`config.mk`:
```
export PLATFORM = sky130hd
export DESIGN_NAME = if_fetch_unit
export DESIGN_NICKNAME = d
export VERILOG_FILES = /design/src/rtl/mips_pkg.sv /design/src/rtl/if_fetch_unit.sv
export SDC_FILE = /design/constraint.sdc
export NUM_CORES = 1
export LEC_CHECK = 0
export CAP_MARGIN = 20
export CORE_ASPECT_RATIO = 0.6
export CORE_MARGIN = 3
export CORE_UTILIZATION = 30
export DETAILED_ROUTE_END_ITERATION = 8
export PLACE_DENSITY_LB_ADDON = 0.15
export RECOVER_POWER = 50
export SETUP_SLACK_MARGIN = 0.4
export SYNTH_ARGS = -nofsm -noshare
export SYNTH_HDL_FRONTEND = slang
export SYNTH_SLANG_ARGS = --single-unit
```
`constraint.sdc`:
```
create_clock -name clock -period 3.3 [get_ports clock]
set_clock_uncertainty 0.05 [all_clocks]
set_input_delay 0.66 -clock clock [delete_from_list [all_inputs] [get_ports clock]]
set_output_delay 0.66 -clock clock [all_outputs]
set_load 0.02 [all_outputs]
```
`src/rtl/mips_pkg.sv`:
```
// Shared definitions for the MIPS front end.
//   fetch_state_t    : encoding of the instruction-fetch state machine
//   RESET_PC_DEFAULT : default program counter after reset
//   NOP              : value held in the IF/ID instruction field after reset
package mips_pkg;

    typedef enum logic [1:0] {
        S_REQ   = 2'd0,  // request presented to instruction memory
        S_WAIT  = 2'd1,  // request accepted, waiting for read data
        S_HOLD  = 2'd2,  // instruction presented to IF/ID, waiting for transfer
        S_DRAIN = 2'd3   // waiting to discard a response made stale by a redirect
    } fetch_state_t;

    localparam logic [31:0] RESET_PC_DEFAULT = 32'h0000_0000;
    localparam logic [31:0] NOP              = 32'h0000_0000;

endpackage

```
`src/rtl/if_fetch_unit.sv`:
```
// Instruction-fetch stage. Owns the PC, issues one outstanding read at a time
// to instruction memory and presents {out_instr, out_pc} to the IF/ID register.
//   clock, reset_n          : clock, synchronous active-low reset
//   redirect, redirect_pc   : one-cycle re-steer from branch/jump resolution
//   imem_req/addr/gnt       : read request channel (accepted on req & gnt)
//   imem_rvalid/rdata       : read response channel
//   out_valid/instr/pc      : fetched instruction and its address
//   out_ready               : IF/ID accepts (transfer = out_valid & out_ready)
//   fetch_count             : number of completed transfers, wraps at 2^32
module if_fetch_unit
    import mips_pkg::*;
#(
    parameter int unsigned       ADDR_W   = 32,
    parameter int unsigned       DATA_W   = 32,
    parameter logic [ADDR_W-1:0] RESET_PC = ADDR_W'(RESET_PC_DEFAULT)
) (
    input  logic              clock,
    input  logic              reset_n,
    input  logic              redirect,
    input  logic [ADDR_W-1:0] redirect_pc,
    output logic              imem_req,
    output logic [ADDR_W-1:0] imem_addr,
    input  logic              imem_gnt,
    input  logic              imem_rvalid,
    input  logic [DATA_W-1:0] imem_rdata,
    output logic              out_valid,
    output logic [DATA_W-1:0] out_instr,
    output logic [ADDR_W-1:0] out_pc,
    input  logic              out_ready,
    output logic [31:0]       fetch_count
);

    fetch_state_t      state;
    fetch_state_t      state_next;
    logic [ADDR_W-1:0] pc;
    logic [ADDR_W-1:0] redirect_target;
    logic              transfer;
    logic              capture;

    // Word-align the redirect target by masking the low two bits.
    assign redirect_target = redirect_pc & ~ADDR_W'(3);
    assign imem_addr       = pc;
    assign transfer        = out_valid & out_ready;
    assign capture         = (state == S_WAIT) & imem_rvalid & ~redirect;

    // State register
    always_ff @(posedge clock) begin
        if (!reset_n) begin
            state <= S_REQ;
        end else begin
            state <= state_next;
        end
    end

    // Next-state logic; redirect takes priority over every other event.
    always_comb begin
        state_next = state;
        unique case (state)
            S_REQ: begin
                if (imem_gnt) begin
                    // A grant in the redirect cycle accepts the old address,
                    // whose response must then be drained.
                    state_next = redirect ? S_DRAIN : S_WAIT;
                end
            end
            S_WAIT: begin
                if (redirect) begin
                    state_next = imem_rvalid ? S_REQ : S_DRAIN;
                end else if (imem_rvalid) begin
                    state_next = S_HOLD;
                end
            end
            S_HOLD: begin
                if (redirect || transfer) begin
                    state_next = S_REQ;
                end
            end
            S_DRAIN: begin
                // A redirect here only updates pc; the stale response still
                // ends the drain, otherwise fetch would wait forever.
                if (imem_rvalid) begin
                    state_next = S_REQ;
                end
            end
            default: state_next = S_REQ;
        endcase
    end

    // Output decode; reset overrides the state decode.
    always_comb begin
        imem_req  = reset_n & (state == S_REQ);
        out_valid = reset_n & (state == S_HOLD) & ~redirect;
    end

    // Datapath: PC, IF/ID payload, transfer counter
    always_ff @(posedge clock) begin
        if (!reset_n) begin
            pc          <= RESET_PC;
            out_instr   <= DATA_W'(NOP);
            out_pc      <= '0;
            fetch_count <= '0;
        end else begin
            if (redirect) begin
                pc <= redirect_target;
            end else if (transfer) begin
                pc <= pc + ADDR_W'(4);
            end
            if (capture) begin
                out_instr <= imem_rdata;
                out_pc    <= pc;
            end
            if (transfer) begin
                fetch_count <= fetch_count + 32'd1;
            end
        end
    end

endmodule

```
# After elaboration in Yosys (flattened, before gate mapping)
# Index checks and enable logic that the tools add are counted.
# word_totals
register_bits	130
# op_classes
n_addsub	2
n_eq_ne	7
muxes	10
n_bitwise	8
reduce_logical	5
# ops
op	n
$mux 32	2
$add 32x1->32 const B	1
$add 32x3->32 const B	1
$mux 2	7
$pmux 2 s4	1
$and 1x1->1	6
$ne 2x2->1 const B	3
$eq 2x2->1 const B	2
$reduce_and 4->1	1
$ne 3x3->1 const B	1
$eq 2x1->1 const B	1
$logic_not 2->1	1
$not 1->1	2
$reduce_bool 2->1	1
$reduce_or 2->1	1
$logic_or 1x1->1	1

# Logic depth before layout (Yosys ltp)
# Gate-level depths: netlist (run 1).
# depth
ltp_word	7
depth_mapped	8

# Worst setup path before layout (run 1)
# No wires, ideal clock.
# synth_path
path_type	register -> register
startpoint	reg pc[2] (netlist: imem_addr[2])
endpoint	reg pc[28] (netlist: imem_addr[28])
t_arrival_ps	1944
required_time_ps	3117
path_slack_ps	1173
path_stages_with_launch	8
path_buffers	1
cell_sequence	dfxtp_1 ha_1 nand3_2 or4_1 buf_2 nor3_1 xnor2_1 a21oi_1
# synth_via
elab_chain_cells	3
# synth_lines
element	line_no	rtl
start, declared	if_fetch_unit.sv:35	logic [ADDR_W-1:0] pc;
start signal, assigned	if_fetch_unit.sv:104	pc <= redirect_target;
start signal, assigned	if_fetch_unit.sv:106	pc <= pc + ADDR_W'(4);
$add 32x3->32	if_fetch_unit.sv:106	
$mux 32	if_fetch_unit.sv:105	end else if (transfer) begin
$mux 32	if_fetch_unit.sv:103	if (redirect) begin
# Every way passes these cells. The select of a mux whose other input is x is not followed.
# A chain may end at the register's enable or synchronous reset.

# Worst setup path after layout (run 1)
# layout_path
startpoint	in reset_n
endpoint	reg pc[25] (netlist: imem_addr[25])
# layout_via
elab_chain_cells	4
# layout_lines
element	line_no	rtl
start, declared	if_fetch_unit.sv:18	input logic reset_n,
$and 1x1->1 (2 in a row)	if_fetch_unit.sv:92	out_valid = reset_n & (state == S_HOLD) & ~redirect;
$and 1x1->1	if_fetch_unit.sv:43	assign transfer = out_valid & out_ready;
$reduce_bool 2->1 (no line)	-	
# Several ways; a longest one is shown, not always the timed one.

==> results.yml, run 1 <==
status:
  status: "complete, no violations"
critical_path:
  crit_required_ns: 3.50
  cp-end-kind: "flop"
  arrival_ns: 3.06
  critical_path.max_fanout: 73
  ff2ff_setup_slack_ns: 0.76
  crit_path_start_kind: "primary input"
  criticalPathCategory: "in -> reg"
logic_synthesis:
  synth_async_sr_flop_share_pct: 0
  synth_area_um2: 5480
  ys_warn_count: 0
  synth_seq_area_share_pct: 46.1
  synth_edf_count: 0
  ys.flop_type: "dfxtp_1"
  synth.distinct_cells: 54
  syn_avg_cell_area_um2: 8.02
  synth-seq-cells: 126
  synthCells: 683
floorplan:
  core_um2: 17500
  boundaryPins: 200
  dieArea_um2: 20000
  rows: 37
  die_h_um: 111
  start_util_pct: 31.3
  die_w_um: 180
routing:
  ant_nets: 0
  drt_pass1_iterations: 5
  drt_iter0_markers: 391
  wl_per_cell_um: 16.2
  post-route-drc-count: 0
  vias: 5400
  wirelength_um: 18000
  vias_per_cell: 4.86
sta:
  slew_headroom_pct: 33.8
  setup_viol: 0
  setup_slack_ns: 0.434
  clock.fmax_mhz: 349
  hold_slack_ns: 0.400
  fin_tns_setup_ns: 0
  hold_violations: 0
  rsz0062_at_grt: "false"
  tightestPinTransition_ns: 0.993
  layout_min_cycle_time_ns: 2.87
  timing.final.crit_share_pct: 86.8
  maxSlewViolCount: 0
cells_and_area:
  finalNonFillerCells: 1111
  area_growth_pct: 50.4
  final_layout_size_suffix_gt1_share_pct: 6.50
  num-fill-cells: 1705
  antenna_cells: 0
  mostFrequentLayoutCells: "nand2_1, dfxtp_1, dlygate4sd3_1"
  fin_nets: 936
  final_core_util_pct: 47.1
  final_common_cell: "nand2_1"
flow_run:
  maxCapViolCount: 0
power:
  seqPwrFrac_pct: 40.6
  switchingPower_w: 0.000965
  ir_drop_mv: 0.330
  switching_share_pct: 24.3
  power_leakage_nw: 3.12
  powerDensity_nw_per_um2: 482
  pwr-share-clk_pct: 50.4
  p_int_w: 0.00300
  combinationalPowerShare_pct: 8.9
global_route:
  antenna_found_initial: 0
  grt_usage_pct: 17.5
  grt_max_degree: 74
  grt_pass1_wl_um: 28400
  grt_pass1_vias: 4946
  grt_overflow: 0
clock_tree:
  cts.reportedPaths.clkPinSlew_ns: 0.06
  worstSkewPairLatency_ns: 0.41
  clk_path_buf_depth: 2
  cts_buffers: 17
  cts_setup_buffers: 0
  tritoncts: "done"
  clock_sinks: 126
  cts_hold_buf: 0
  root_buffer: "clkbuf_16"
  htree_levels: 4
min_path:
  hold_class: "reg -> reg"
placement:
  place.gp.congestion: 0.802
  place_inst: 1079
  dpl.hpwl_um: 12500
  detailedPlace.worstSlack_ns: 0.257
  port_buffers: 193
[per-stage QoR]
step | area (µm²) | power [W]
after global routing | 8240 | 0.00411
after global placement | 7640 | 0.00201
final | 8240 | 0.00397
after detailed placement | 7640 | 0.00201
after CTS | 8260 | 0.00403
after floorplan | 5490 | 0.00180
[synthesized netlist by cell type (all sizes together), types with 2 or more instances]
master	instances	share of area (%)
mux2	3	0.62
and4	7	1.1
buf	15	1.5
o31ai	2	0.27
ha	2	0.46
xor2	14	2.2
mux2i	3	0.55
a21boi	3	0.41
or2	2	0.23
inv	8	0.55
o22ai	4	0.46
nand2	161	11
o211ai	4	0.55
nor3	12	1.3
a21oi	97	8.9
o21ai	20	1.8
a2bb2oi	2	0.32
xnor2	16	2.6
a211oi	4	0.55
nor4	9	1.4
nand4	20	2.8
o311ai	3	0.48
and2	3	0.34
or3	16	1.9
or4	5	0.69
and3	8	0.91
clkbuf	32	2.2
nand2b	2	0.23
a31oi	6	0.69
nand3	29	2.8
dfxtp	126	46
nor2	34	2.3
[power groups by stage]
stage	clock [W]	combinational (W)	sequential, W
CTS	0.00205	0.000368	0.00161
detailed placement	0	0.000366	0.00165
finish	0.00200	0.000354	0.00161
global route	0.00211	0.000382	0.00162
floorplan	0	0.000133	0.00167
global placement	0	0.000365	0.00165
[critical path, cell delays in order]
cell and delay (ns):
clkdlybuf4s50_1 0.51, clkinvlp_2 0.13, clkbuf_2 0.75, buf_4 0.78, o22ai_1 0.18
[registers in the layout, indices dropped and copies added (netlist names)]
signal / cells
out_instr: 32
fetch_count: 32
state: 2
imem_addr: 30
out_pc: 30
[final timing paths]
check             cells after the start       start               to
setup / recovery                      5     reset_n    imem_addr[25]
hold / removal                        2  out_pc[13]       out_pc[13]
setup reg to reg                      6    state[1]  fetch_count[13]
hold reg to reg                       2  out_pc[13]       out_pc[13]
[area by class of cell]
type                    count  area [µm²]  share of cell area, %
clock inverters            13         188                   2.28
flip-flops and latches    126        2520                   30.6
clock buffers              19         433                   5.26
repair buffers            206        2030                   24.7
well taps                 234         293                   3.55
inverters                   8        31.3                  0.380
multi-input cells         505        2740                   33.3
[what timing repair did]
action / 4_1_cts / 5_1_grt
gates resized for setup: 1 / 1
cloned: 0 / 0
hold endpoints to repair: 0 / 0
setup endpoints to repair: 1 / 1
[kinds of logic (layout without fill, tap and decap cells)]
kind of cell	Yosys count	after routing	share of synthesized area (%)
XOR/XNOR	30	30	4.80
AND/OR/NAND/NOR	314	314	28.1
AO/OA/AOI/OAI	149	149	15.1
buffers and inverters	55	246	4.27
adder cells (fa/ha/maj)	2	2	0.457
other	1	4	0.0685
flip-flops	126	126	46.1
multiplexers	6	6	1.17
[per-layer routing]
| metal | GRT usage [%] | vias to the layer above | wire length [µm] |
|---|---|---|---|
| li1 | - | 2741 | - |
| met1 | 27.7 | 2485 | 9910 |
| met2 | 22.9 | 159 | 6880 |
| met3 | 4.92 | 15 | 1070 |
| met4 | 3.93 | 0 | 154 |
| met5 | 0 | - | 0 |
(Power assumes the default switching activity.)
==> run 2: changes to the inputs <==
CTS_BUF_LIST = sky130_fd_sc_hd__clkbuf_16   (was not set)
==> run 2 against run 1 <==
Sequential power about the same. Via count hardly changed. Global-route usage stayed put. Sequential share of layout area unchanged. Clock power about the same. Utilization stayed put. Non-clock buffer count did not move. Combinational power about the same. Routed wire length fell by 0.28%. Critical path type unchanged. Largest cell class unchanged. Highest routed layer unchanged.
==> results.yml, run 2 (synthesis gave the netlist of run 1 again) <==
floorplan:
  boundaryPins: 200
  die_h_um: 111
  rows: 37
  core_um2: 17500
  die_w_um: 180
  dieArea_um2: 20000
  start_util_pct: 31.3
min_path:
  hold_class: "reg -> reg"
  holdPathStages: 2
cells_and_area:
  mostFrequentLayoutCells: "nand2_1, dfxtp_1, dlygate4sd3_1"
  fin_nets: 936
  antenna_cells: 0
  final_common_cell: "nand2_1"
  largestRegisters: "fetch_count x32, out_instr x32"
  final_layout_size_suffix_gt1_share_pct: 6.50
  area_growth_pct: 50.4
routing:
  post-route-drc-count: 0
  vias: 5399
  drt_iter0_markers: 389
  wirelength_um: 18000
  drt_pass1_iterations: 8
  ant_nets: 0
  wl_per_cell_um: 16.2
  vias_per_cell: 4.86
sta:
  maxSlewViolCount: 0
  timing.final.crit_share_pct: 86.7
  slew_headroom_pct: 34.3
  tightestPinTransition_ns: 0.985
  hold_slack_ns: 0.400
  setup_viol: 0
  hold_violations: 0
  clock.fmax_mhz: 349
  layout_min_cycle_time_ns: 2.86
  rsz0062_at_grt: "false"
  fin_tns_setup_ns: 0
critical_path:
  slowest_stage: "buf_4"
  crit_chain: "clkdlybuf4s50_1 > clkinvlp_2 > clkbuf_2 > buf_4 > o22ai_1"
  criticalPathCategory: "in -> reg"
  critical_path.max_fanout: 73
  ff2ff_setup_slack_ns: 0.76
  critPathMaxStageDelay_ns: 0.79
  arrival_ns: 3.06
  critical_path.top_delay_family: "buffers and inverters"
  reg2reg_depth: 6
  cp.depth: 5
  crit_buf_inv: 4
  cp-end-kind: "flop"
  crit_path_start_kind: "primary input"
  crit_required_ns: 3.49
clock_tree:
  tritoncts: "done"
  cts_buffers: 17
  root_buffer: "clkbuf_16"
  cts_hold_buf: 0
  cts.reportedPaths.clkPinSlew_ns: 0.06
  clk_path_buf_depth: 2
  htree_levels: 4
  worstSkewPairLatency_ns: 0.41
  clock_sinks: 126
power:
  ir_drop_mv: 0.326
  powerDensity_nw_per_um2: 481
  power_leakage_nw: 3.13
placement:
  dpl.hpwl_um: 12500
  place.gp.congestion: 0.802
  port_buffers: 193
status:
  status: "complete, no violations"
global_route:
  grt_pass1_wl_um: 28400
  antenna_found_initial: 0
  grt_max_degree: 74
  grt_pass1_vias: 4946
  grt_usage_pct: 17.5
  grt_overflow: 0
flow_run:
  maxCapViolCount: 0
[run 2: cell types whose count changed in the layout (fill, tap and decap cells not counted), sizes merged]
cell    delta
inv        +2
clkbuf     -2
[run 2: final timing paths]
path	start	end
worst max-delay path	reset_n	imem_addr[25]
worst min-delay path	out_pc[13]	out_pc[13]
worst max register to register	state[1]	fetch_count[13]
worst min register to register	out_pc[13]	out_pc[13]
[run 2: area by class of cell]
cell class              count  area (µm²)
clock buffers              17         425
clock inverters            15         195
fillers                  1705        9260
inverters                   8        31.3
multi-input cells         505        2740
flip-flops and latches    126        2520
well taps                 234         293
repair buffers            206        2030
[run 2: where the power goes]
part | internal, W | switching [W]
Sequential | 0.00156 | 0.0000537
Clock | 0.00126 | 0.000728
Combinational | 0.000173 | 0.000181
Total | 0.00300 | 0.000963
[run 2: worst reg2reg max path: stages, from the launching register on]
cell and delay (ns):
dfxtp_1 0.49, and3b_1 0.33, nand2_1 0.18, clkbuf_1 0.46, nor4_1 0.62, nand3_1 0.16, mux2i_1 0.14
[run 2: metrics by stage]
| stage | instances | instance area [µm²] | utilization (%) | worst slack, ns | total power, W |
|---|---|---|---|---|---|
| finish | 1111 | 8240 | 47.1 | 0.438 | 0.00396 |
| global route | 1111 | 8240 | 47.1 | 0.228 | 0.00410 |
| CTS | 1111 | 8260 | 47.2 | 0.440 | 0.00402 |
| detailed placement | 1079 | 7640 | 43.7 | 0.257 | 0.00201 |
| global placement | 1079 | 7640 | 43.7 | 0.249 | 0.00201 |
| floorplan | 686 | 5490 | - | 1.17 | 0.00180 |
[run 2: what timing repair did]
| item | in CTS | in global routing |
|---|---|---|
| setup endpoints to repair | 1 | 1 |
| buffers inserted | 0 | 0 |
| resized for setup | 1 | 1 |
| hold endpoints to repair | 0 | 0 |
[run 2: routing by layer]
metal | track usage, % | up-vias | part of all wire, % | wire length [µm]
met5 | 0 | - | 0 | 0
met2 | 22.9 | 162 | 38 | 6860
met4 | 3.93 | 0 | 0.79 | 142
met1 | 27.7 | 2485 | 55 | 9890
li1 | - | 2742 | - | -
met3 | 4.92 | 10 | 6.0 | 1080
==> run 3: changes to the inputs <==
HOLD_SLACK_MARGIN = 0.08   (was not set)
clock period = 3.24 ns   (was 3.3 ns; I/O delays follow)
==> run 3 against run 2 <==
Critical path depth is 2 higher. Register-to-register slack better by 0.06 ns. Setup slack better by 0.11 ns. Final cell count hardly changed. Worst hold slack worse by 0.00070 ns. First-iteration DRC count is 12% lower. Flip-flop and latch count stayed put. Clock power is 2% lower. Utilization is 0.11 points lower. Non-clock buffer count is 3 higher. Critical path type unchanged.
==> results.yml, run 3 (synthesis gave the netlist of run 1 again) <==
power:
  ir_drop_mv: 0.327
  powerDensity_nw_per_um2: 482
  power_leakage_nw: 3.05
  power_w: 0.00396
routing:
  wl_per_cell_um: 16.3
  vias_per_cell: 4.86
  drt_pass1_iterations: 5
  drt_iter0_markers: 341
  vias: 5399
  post-route-drc-count: 0
  ant_nets: 0
  wirelength_um: 18100
status:
  status: "complete, no violations"
global_route:
  grt_max_degree: 65
  grt_pass1_wl_um: 28500
  grt_usage_pct: 17.7
  grt_overflow: 0
  grt_pass1_vias: 4941
  antenna_found_initial: 0
sta:
  timing.final.crit_share_pct: 83.1
  clock.fmax_mhz: 371
  layout_min_cycle_time_ns: 2.69
  fin_tns_setup_ns: 0
  hold_violations: 0
  maxSlewViolCount: 0
  tightestPinTransition_ns: 0.744
  slew_headroom_pct: 50.4
  rsz0062_at_grt: "false"
  setup_viol: 0
critical_path:
  cp-end-kind: "flop"
  crit_path_start_kind: "primary input"
  criticalPathCategory: "in -> reg"
  critical_path.max_fanout: 10
  arrival_ns: 2.94
  r2r_end: "imem_addr[26]"
  r2r_start: "state[1]"
  crit_required_ns: 3.49
  reg2reg_depth: 6
  ff2ff_setup_slack_ns: 0.82
placement:
  port_buffers: 193
  dpl.hpwl_um: 12500
  place.gp.congestion: 0.789
cells_and_area:
  mostFrequentLayoutCells: "nand2_1, dfxtp_1, clkdlybuf4s50_1"
  antenna_cells: 0
  largestRegisters: "fetch_count x32, out_instr x32"
  fin_nets: 939
  final_common_cell: "nand2_1"
  final_layout_size_suffix_gt1_share_pct: 6.26
  num-fill-cells: 1739
  area_growth_pct: 50.1
floorplan:
  die_w_um: 180
  rows: 37
  start_util_pct: 31.3
  core_um2: 17500
  dieArea_um2: 20000
  die_h_um: 111
  boundaryPins: 200
clock_tree:
  worstSkewPairLatency_ns: 0.41
  clk_path_buf_depth: 2
  cts.reportedPaths.clkPinSlew_ns: 0.06
  cts_hold_buf: 0
  cts_buffers: 17
  clock_sinks: 126
  root_buffer: "clkbuf_16"
  tritoncts: "done"
  htree_levels: 4
min_path:
  hp-start: "out_pc[13]"
  holdPathStages: 2
  min_to: "out_pc[13]"
  hold_class: "reg -> reg"
flow_run:
  maxCapViolCount: 0
run 3: cell count changes in the layout (fill, tap and decap cells not counted), moves of 2 or more:
cell and delta:
dlygate4sd3_1 -14, clkdlybuf4s50_1 +14, clkinvlp_4 +2, clkbuf_1 +4
run 3: timing repair:
item                                    4_1_cts  5_1_grt
endpoints found under the setup margin        2        0
hold endpoints to repair                      0        0
buffers inserted                              0        0
gates resized for setup                       2        0
run 3: worst max-delay path: stages:
cell and delay (ns):
dlygate4sd3_1 0.58, and3b_1 0.28, clkbuf_1 0.57, nand4_1 0.32, nor3_1 0.29, xnor2_1 0.16
a21oi_1 0.08
run 3: layout make-up:
cell class / count / area (µm²) / area share (%)
clock buffers: 17 / 425 / 5.18
inverters: 8 / 32.5 / 0.396
clock inverters: 13 / 168 / 2.04
multi-input cells: 505 / 2740 / 33.3
flip-flops and latches: 126 / 2520 / 30.7
repair buffers: 209 / 2040 / 24.8
well taps: 234 / 293 / 3.56
run 3: worst max path at each step:
stage / start / endpoint / cells past startpoint
floorplan: imem_addr[2] / imem_addr[28] / 7
global placement: reset_n / out_valid / 4
detailed placement: reset_n / out_valid / 4
CTS: reset_n / imem_req / 4
global route: redirect / out_pc[4] / 7
finish: out_ready / imem_addr[26] / 7
run 3: power breakdown:
group	switching [W]	leakage, nW	internal [W]
logic	0.000187	1.74	0.000177
clock network	0.000747	0.285	0.00121
registers	0.0000528	1.02	0.00159
total	0.000987	3.05	0.00297
run 3: metrics by stage:
stage | worst slack [ns] | utilization, % | instances | hold WS, ns | instance area (µm²)
after global placement | 0.191 | 43.8 | 1082 | 0.393 | 7660
after global routing | 0.350 | 47.0 | 1112 | 0.416 | 8220
after floorplan | 1.11 | - | 686 | 0.485 | 5490
after detailed placement | 0.192 | 43.8 | 1082 | 0.396 | 7660
after CTS | 0.623 | 47.2 | 1112 | 0.404 | 8260
final | 0.547 | 47.0 | 1112 | 0.399 | 8220
run 3: per-layer routing:
metal	vias up	share of wire, %	track usage (%)
met1	2476	54	27.7
met3	12	6.2	4.95
met5	-	0	0
met4	0	0.69	4.29
li1	2738	-	-
met2	173	39	23.4
